**src/rtl/ram_write_scheduler.sv**
```systemverilog
// ram_write_scheduler: clears a multi-read-port RAM, then round-robin shares its single write port
module ram_write_scheduler #(
  parameter int ADDR_WIDTH = 10,
  parameter int DATA_DEPTH = 1024,
  parameter int DATA_WIDTH = 32,
  parameter int NUM_REQ = 4,
  localparam int IDX_WIDTH = $clog2(NUM_REQ)
) (
  input  logic                                 Clk_CI,
  input  logic                                 Rst_RBI,
  input  logic                                 Flush_SI,
  input  logic [NUM_REQ-1:0]                   ReqValid_SI,
  output logic [NUM_REQ-1:0]                   ReqReady_SO,
  input  logic [NUM_REQ-1:0][ADDR_WIDTH-1:0]   ReqAddr_DI,
  input  logic [NUM_REQ-1:0][DATA_WIDTH-1:0]   ReqData_DI,
  output logic                                 WrEn_SO,
  output logic [ADDR_WIDTH-1:0]                WrAddr_DO,
  output logic [DATA_WIDTH-1:0]                WrData_DO,
  output logic [IDX_WIDTH-1:0]                 GrantIdx_DO,
  output logic                                 Busy_SO,
  output logic                                 AddrErr_SO
);
  typedef enum logic {CLEAR, RUN} state_t;
  localparam logic [ADDR_WIDTH-1:0] LAST = ADDR_WIDTH'(DATA_DEPTH - 1);
  localparam logic [ADDR_WIDTH:0] DEPTH = (ADDR_WIDTH + 1)'(DATA_DEPTH);
  state_t state;
  logic [ADDR_WIDTH-1:0] cnt;
  logic [IDX_WIDTH-1:0] ptr, gnt_idx;
  logic gnt_any, gnt;
  // pick the first valid requester at or after the pointer, wrapping around
  always_comb begin
    gnt_any = 1'b0;
    gnt_idx = '0;
    for (int k = NUM_REQ - 1; k >= 0; k--) begin
      if (ReqValid_SI[(int'(ptr) + k) % NUM_REQ]) begin
        gnt_any = 1'b1;
        gnt_idx = IDX_WIDTH'((int'(ptr) + k) % NUM_REQ);
      end
    end
  end
  assign gnt = state == RUN && !Flush_SI && gnt_any;
  assign ReqReady_SO = gnt ? NUM_REQ'(1) << gnt_idx : '0;
  assign Busy_SO = state == CLEAR;
  // clear sweep, flush entry and registered write-port drive
  always_ff @(posedge Clk_CI or negedge Rst_RBI) begin
    if (!Rst_RBI) begin
      state       <= CLEAR;
      cnt         <= '0;
      ptr         <= '0;
      WrEn_SO     <= 1'b0;
      WrAddr_DO   <= '0;
      WrData_DO   <= '0;
      GrantIdx_DO <= '0;
      AddrErr_SO  <= 1'b0;
    end else begin
      WrEn_SO    <= 1'b0;
      AddrErr_SO <= 1'b0;
      if (state == CLEAR) begin
        WrEn_SO   <= 1'b1;
        WrAddr_DO <= cnt;
        WrData_DO <= '0;
        cnt       <= cnt + 1'b1;
        if (cnt == LAST) state <= RUN;
      end else if (Flush_SI) begin
        state <= CLEAR;
        cnt   <= '0;
      end else if (gnt) begin
        GrantIdx_DO <= gnt_idx;
        WrAddr_DO   <= ReqAddr_DI[gnt_idx];
        WrData_DO   <= ReqData_DI[gnt_idx];
        WrEn_SO     <= {1'b0, ReqAddr_DI[gnt_idx]} < DEPTH;
        AddrErr_SO  <= {1'b0, ReqAddr_DI[gnt_idx]} >= DEPTH;
        ptr         <= gnt_idx == IDX_WIDTH'(NUM_REQ - 1) ? '0 : gnt_idx + 1'b1;
      end
    end
  end
endmodule

```
**config.mk**
```make
export PLATFORM = sky130hd
export DESIGN_NAME = ram_write_scheduler
export DESIGN_NICKNAME = d
export VERILOG_FILES = /design/src/rtl/ram_write_scheduler.sv
export SDC_FILE = /design/constraint.sdc
export NUM_CORES = 1
export LEC_CHECK = 0
export ABC_AREA = 1
export ABC_CLOCK_PERIOD_IN_PS = 5600
export CORE_ASPECT_RATIO = 0.75
export CORE_MARGIN = 4
export CORE_UTILIZATION = 43
export DETAILED_ROUTE_END_ITERATION = 6
export PLACE_DENSITY = 0.95
export SLEW_MARGIN = 20
export SYNTH_ARGS = -nofsm -noshare
export SYNTH_HDL_FRONTEND = slang
export SYNTH_SLANG_ARGS = --single-unit
export TNS_END_PERCENT = 10
```
**constraint.sdc**
```tcl
create_clock -name Clk_CI -period 5.6 [get_ports Clk_CI]
set_clock_uncertainty 0.15 [all_clocks]
set_input_delay 0.84 -clock Clk_CI [delete_from_list [all_inputs] [get_ports Clk_CI]]
set_output_delay 0.84 -clock Clk_CI [all_outputs]
set_load 0.03 [all_outputs]
```
; ---- Yosys cells after proc, flatten, opt, wreduce, memory -nomap -nowiden
; Index checks and enable logic that the tools add are counted.
; Widths: inputs -> output; s select.
[totals]
inputBits = 175
register_bits = 58
elab_cells = 75
out_inout_bits = 51
[op_classes]
bitwise = 5
muxes = 39
n_eq_ne = 5
reduce_logical = 8
addsub = 5
n_lt_le_gt_ge = 5
shifts = 1
[op_table]
columns = cell, n
row1 = $mux 32, 4
row2 = $bmux 32 s2, 1
row3 = $mux 10, 6
row4 = $bmux 10 s2, 1
row5 = $mux 1, 17
row6 = $lt 3x4->1 const B, 3
row7 = $add 10x1->10 const B, 1
row8 = $eq 10x10->1 const B, 1
row9 = $mux 2, 5
row10 = $bmux 1 s2, 4
row11 = $lt 2x3->1 const B, 2
row12 = $reduce_or 2->1, 3
row13 = $add 2x1->2 const B, 2
row14 = $add 2x2->2 const B, 2
row15 = $mux 4, 1
row16 = $ne 2x2->1 const B, 2
row17 = $shl 1x2->4 const A, 1
row18 = $and 1x1->1 const A, 3
row19 = $reduce_and 3->1, 1
row20 = $eq 2x2->1 const B, 1
row21 = $logic_and 1x1->1, 2
row22 = $ne 2x1->1 const B, 1
row23 = $not 1->1, 2
row24 = $reduce_and 2->1, 1
row25 = $logic_not 1->1, 1

; ---- Longest topological paths before layout
[depth]
depth_word = 15
mapped_depth = 16
depth_no_buf = 14

; ---- Worst setup path after synthesis
; No wires, ideal clock.
[synth_timing]
path_kind = input to output
start = input ReqValid_SI[3]
end = output ReqReady_SO[3]
stages = 12
t_required_ns = 4.610
setup_slack_ns = 2.265
n_path_buf = 1
t_arrival_ns = 2.345
path_cell_list = inv_1 o21ai_1 nand2_1 nand3_2 nand2_1 nand2_2 nand2_2 inv_2 buf_2 ha_1 inv_1 nor2_1
[synth_via]
elab_chain_len = 9
word_cells_on_any_way = 22
classes_between = shift: 1 / mux: 20 / reduce/logical: 1
[synth_lines]
columns = element, line_no
row1 = start: declaration, 12  ; input logic [NUM_REQ-1:0] ReqValid_SI,
row2 = $bmux 1 s2, 35  ; if (ReqValid_SI[(int'(ptr) + k) % NUM_REQ]) begin
row3 = $mux 1 (implied by the code) (2 in a row), 35
row4 = $mux 2 (3 in a row), 35
row5 = $mux 2 (*), 35
row6 = named net gnt_idx[0], 28  ; logic [IDX_WIDTH-1:0] ptr, gnt_idx;
row7 = $shl 1x2->4 (*), 42  ; assign ReqReady_SO = gnt ? NUM_REQ'(1) << gnt_idx : '0;
row8 = $mux 4 (*), 42
row9 = end: declaration, 13  ; output logic [NUM_REQ-1:0] ReqReady_SO,
; The timed path passes the listed nets; every way through them passes the cells marked *. The select of a mux whose other input is x is not followed.

; ---- Final worst setup path
[layout_timing]
start = input ReqValid_SI[3]
end = output ReqReady_SO[2]
[layout_via]
elab_chain_len = 9
word_cells_on_any_way = 22
classes_between = shift: 1 / mux: 20 / reduce/logical: 1
[layout_lines]
columns = element, line_no
row1 = $bmux 1 s2, 35
row2 = $mux 1 (implied by the code) (2 in a row), 35
row3 = $mux 2 / $mux 1 (equally long branches) (4 in a row), 35
row4 = $shl 1x2->4 / $logic_and 1x1->1 (equally long branches), "42, 41"
row5 = $mux 4 (*), 42
; Mark *: on every way between the ends. The rest lies on a longest branch, timed or not. The select of a mux whose other input is x is not followed.

==> impl_metrics.ini <==
[clocking]
cts_post_setup_buffers_inserted = 0
cts-resized-gates = 0
ctsHtreeMaxLevel = 3
tritoncts = done
cts_buf_count = 9
worst_skew_late_latency_ps = 310
ctsLongestPathBuffers = 2
clkTransAtPathRegs_ps = 50
cts.sink_count = 58
clk_root_buffer_cell = clkbuf_16
cts_hold_buf = 0

[worst_setup_path]
cp-end-kind = output port
crit_chain = clkdlybuf4s50_1 -> inv_1 -> o21ai_1 -> nand2_1 -> nand3_2 -> nand3_2 -> nand2_2 -> ha_1 -> inv_1 -> nor2_1 -> clkdlybuf4s50_1
cp_data_required_time_ps = 4610
worstSetupStartpointType = input port
critical_path_arrival_ps = 3510
critical_path_buf_inv_count = 4
setup.worst_path.class = input port to output port
cp.depth = 11
max_stage_delay_ps = 680
worst_path_dominant_cell_family = buffers and inverters
critical_path_peak_fanout = 15
critical-path-slowest-cell = clkdlybuf4s50_1
timing.reg2reg.worst_path_depth = 14

[routing]
routed_via_density = 5.09
first_iter_violations = 292
drtPass1Iterations = 5
drt-wirelength-per-cell_um = 15.3
remaining_drc_errors = 0
num_vias = 4967
wl_mm = 14.9
drt.antenna.violating_nets = 0

[sta]
worst_slew_pin_slew_ps = 748
timing_max_transition_violations_final = 0
relSlewSlack = 0.502
finalCriticalPeriod_ps = 4500
fmax_ghz = 0.222
rsz_0062_raised_after_global_routing = no
layout_worst_path_cycle_share = 0.803
finalSetupViolCount = 0
setup_total_negative_slack_ps = 0
timing_hold_violations_final = 0

[grt]
largest_net_degree_at_the_start_of_global_routing = 59
globalRouteTotalUtil = 0.255
global_route.overflow_total = 0
antenna_found_initial = 0
vias_in_the_first_global_route = 4674
grt_pass1_wl_mm = 22.9

[synth]
number_of_flops_mapped_to_enable_cells_by_yosys = 0
synth.net_count = 817
synthFlopType = dfrtp_1
syn-cell-area_um2 = 4100
synth_warnings = 0
syn_area_per_cell_um2 = 6.44
synth-async-reset-ratio = 1.00
synth_cells = 637
ys_seq_elements = 58
post_synthesis_sequential_area_ratio = 0.354
synthDistinctLibCells = 34

[cells_and_area]
post_route_cells_drive_above_1_share = 0.0484
most_frequent_cells_in_the_layout = 239 x nand2_1, 221 x clkdlybuf4s50_1, 125 x nand3_1
mostFrequentLayoutCell = nand2_1
diodes = 0
area.growth.synth_to_final_pct = 62.9
utilization = 0.729
design.final.nets = 1023

[power]
pwr_density_cell_nw_per_um2 = 388
max-vdd-ir-drop_mv = 0.367
power.leakage_nw = 3.16

[floorplan]
placeableCoreArea_um2 = 9160
initial_utilization = 0.448
die_width_um = 121
dieArea_um2 = 11200
fp.dieH_um = 92.6
std_cell_rows = 30
ios = 226

[flow_run]
number_of_max_capacitance_violations_reported = 0

[placement]
gpl_wtd_cong = 0.916
io_buffers = 224
hpwl_after_detailed_placement_mm = 11.2

[outcome]
run_status = finished clean

[worst_hold_path]
hold_path_depth = 2
hold_path_class = flip-flop to flip-flop
==> cell usage after synthesis, drive strengths merged, types with 2 or more instances <==
master  instances  area share
a21oi           7      0.0085
a31oi           2      0.0031
buf            28       0.045
clkbuf         10      0.0092
dfrtp          58        0.35
ha              5       0.015
inv            59       0.054
nand2         242        0.22
nand3         127        0.16
nand3b          7       0.013
nor2           34       0.034
nor3            8       0.011
o211ai          8       0.015
o21ai          27       0.034
or2             8       0.012
==> sequential cells by signal, summed over array words and instances, names as in the netlist <==
name	flops
WrData_DO	32
WrAddr_DO	10
cnt	10
GrantIdx_DO	2
ptr	2
WrEn_SO	1
state	1
==> cells by family (layout without fill, tap and decap cells) <==
| family | after synthesis | after routing | synth area share |
|---|---|---|---|
| compound gates | 47 | 47 | 0.0656 |
| xor+xnor | 1 | 1 | 0.00214 |
| fa+ha+maj | 5 | 5 | 0.0153 |
| buf+inv | 97 | 307 | 0.108 |
| flops | 58 | 58 | 0.354 |
| other cells | 1 | 1 | 0.000915 |
| simple gates | 428 | 428 | 0.454 |
==> worst min-delay path, cell delays in order, from the launching register on <==
cell	delay, ps
dfrtp_1	350
nand2_1	50
nand2_1	50
==> where the power goes <==
group	internal (mW)	switching (mW)
registers	0.486	0.0625
logic	0.512	0.963
clock network	0.386	0.181
total	1.38	1.21
==> layout make-up <==
class / instances / area (um^2)
Tap cell: 128 / 160
Multi-Input combinational cell: 482 / 2240
Inverter: 59 / 221
Timing Repair Buffer: 233 / 2300
Clock inverter: 5 / 80.1
Sequential cell: 58 / 1450
Fill cell: 751 / 2480
Clock buffer: 10 / 229
==> layer usage <==
layer | GRT usage | routed length [um]
met5 | 0 | 0
met4 | 0.0519 | 121
met2 | 0.444 | 7250
met1 | 0.319 | 6210
met3 | 0.0665 | 1310
==> worst paths after layout <==
check | from | end | slack, ps
max in group asynchronous | Rst_RBI | cnt[4]$_DFFE_PN0N_ | 4270
setup reg to reg | ptr[0]$_DFFE_PN0P_ | WrAddr_DO[0]$_DFFE_PN0P_ | 2380
hold reg to reg | WrData_DO[20]$_DFFE_PN0P_ | WrData_DO[20]$_DFFE_PN0P_ | 340
min in group asynchronous | Rst_RBI | WrEn_SO$_DFF_PN0_ | 530
hold / removal | WrData_DO[20]$_DFFE_PN0P_ | WrData_DO[20]$_DFFE_PN0P_ | 340
setup / recovery | ReqValid_SI[3] | ReqReady_SO[2] | 1100
==> stage by stage <==
step                power (mW)  hold slack, ps  area [um^2]  worst slack [ps]  instances
floorplan                 1.63             321         4100              2260        637
global placement          2.00             311         6370              1260        960
detailed placement        2.02             314         6370              1140        960
CTS                       2.59             328         6680              1140        975
global route              2.80             353         6680               905        975
finish                    2.59             335         6680              1100        975
(Power assumes the default switching activity.)
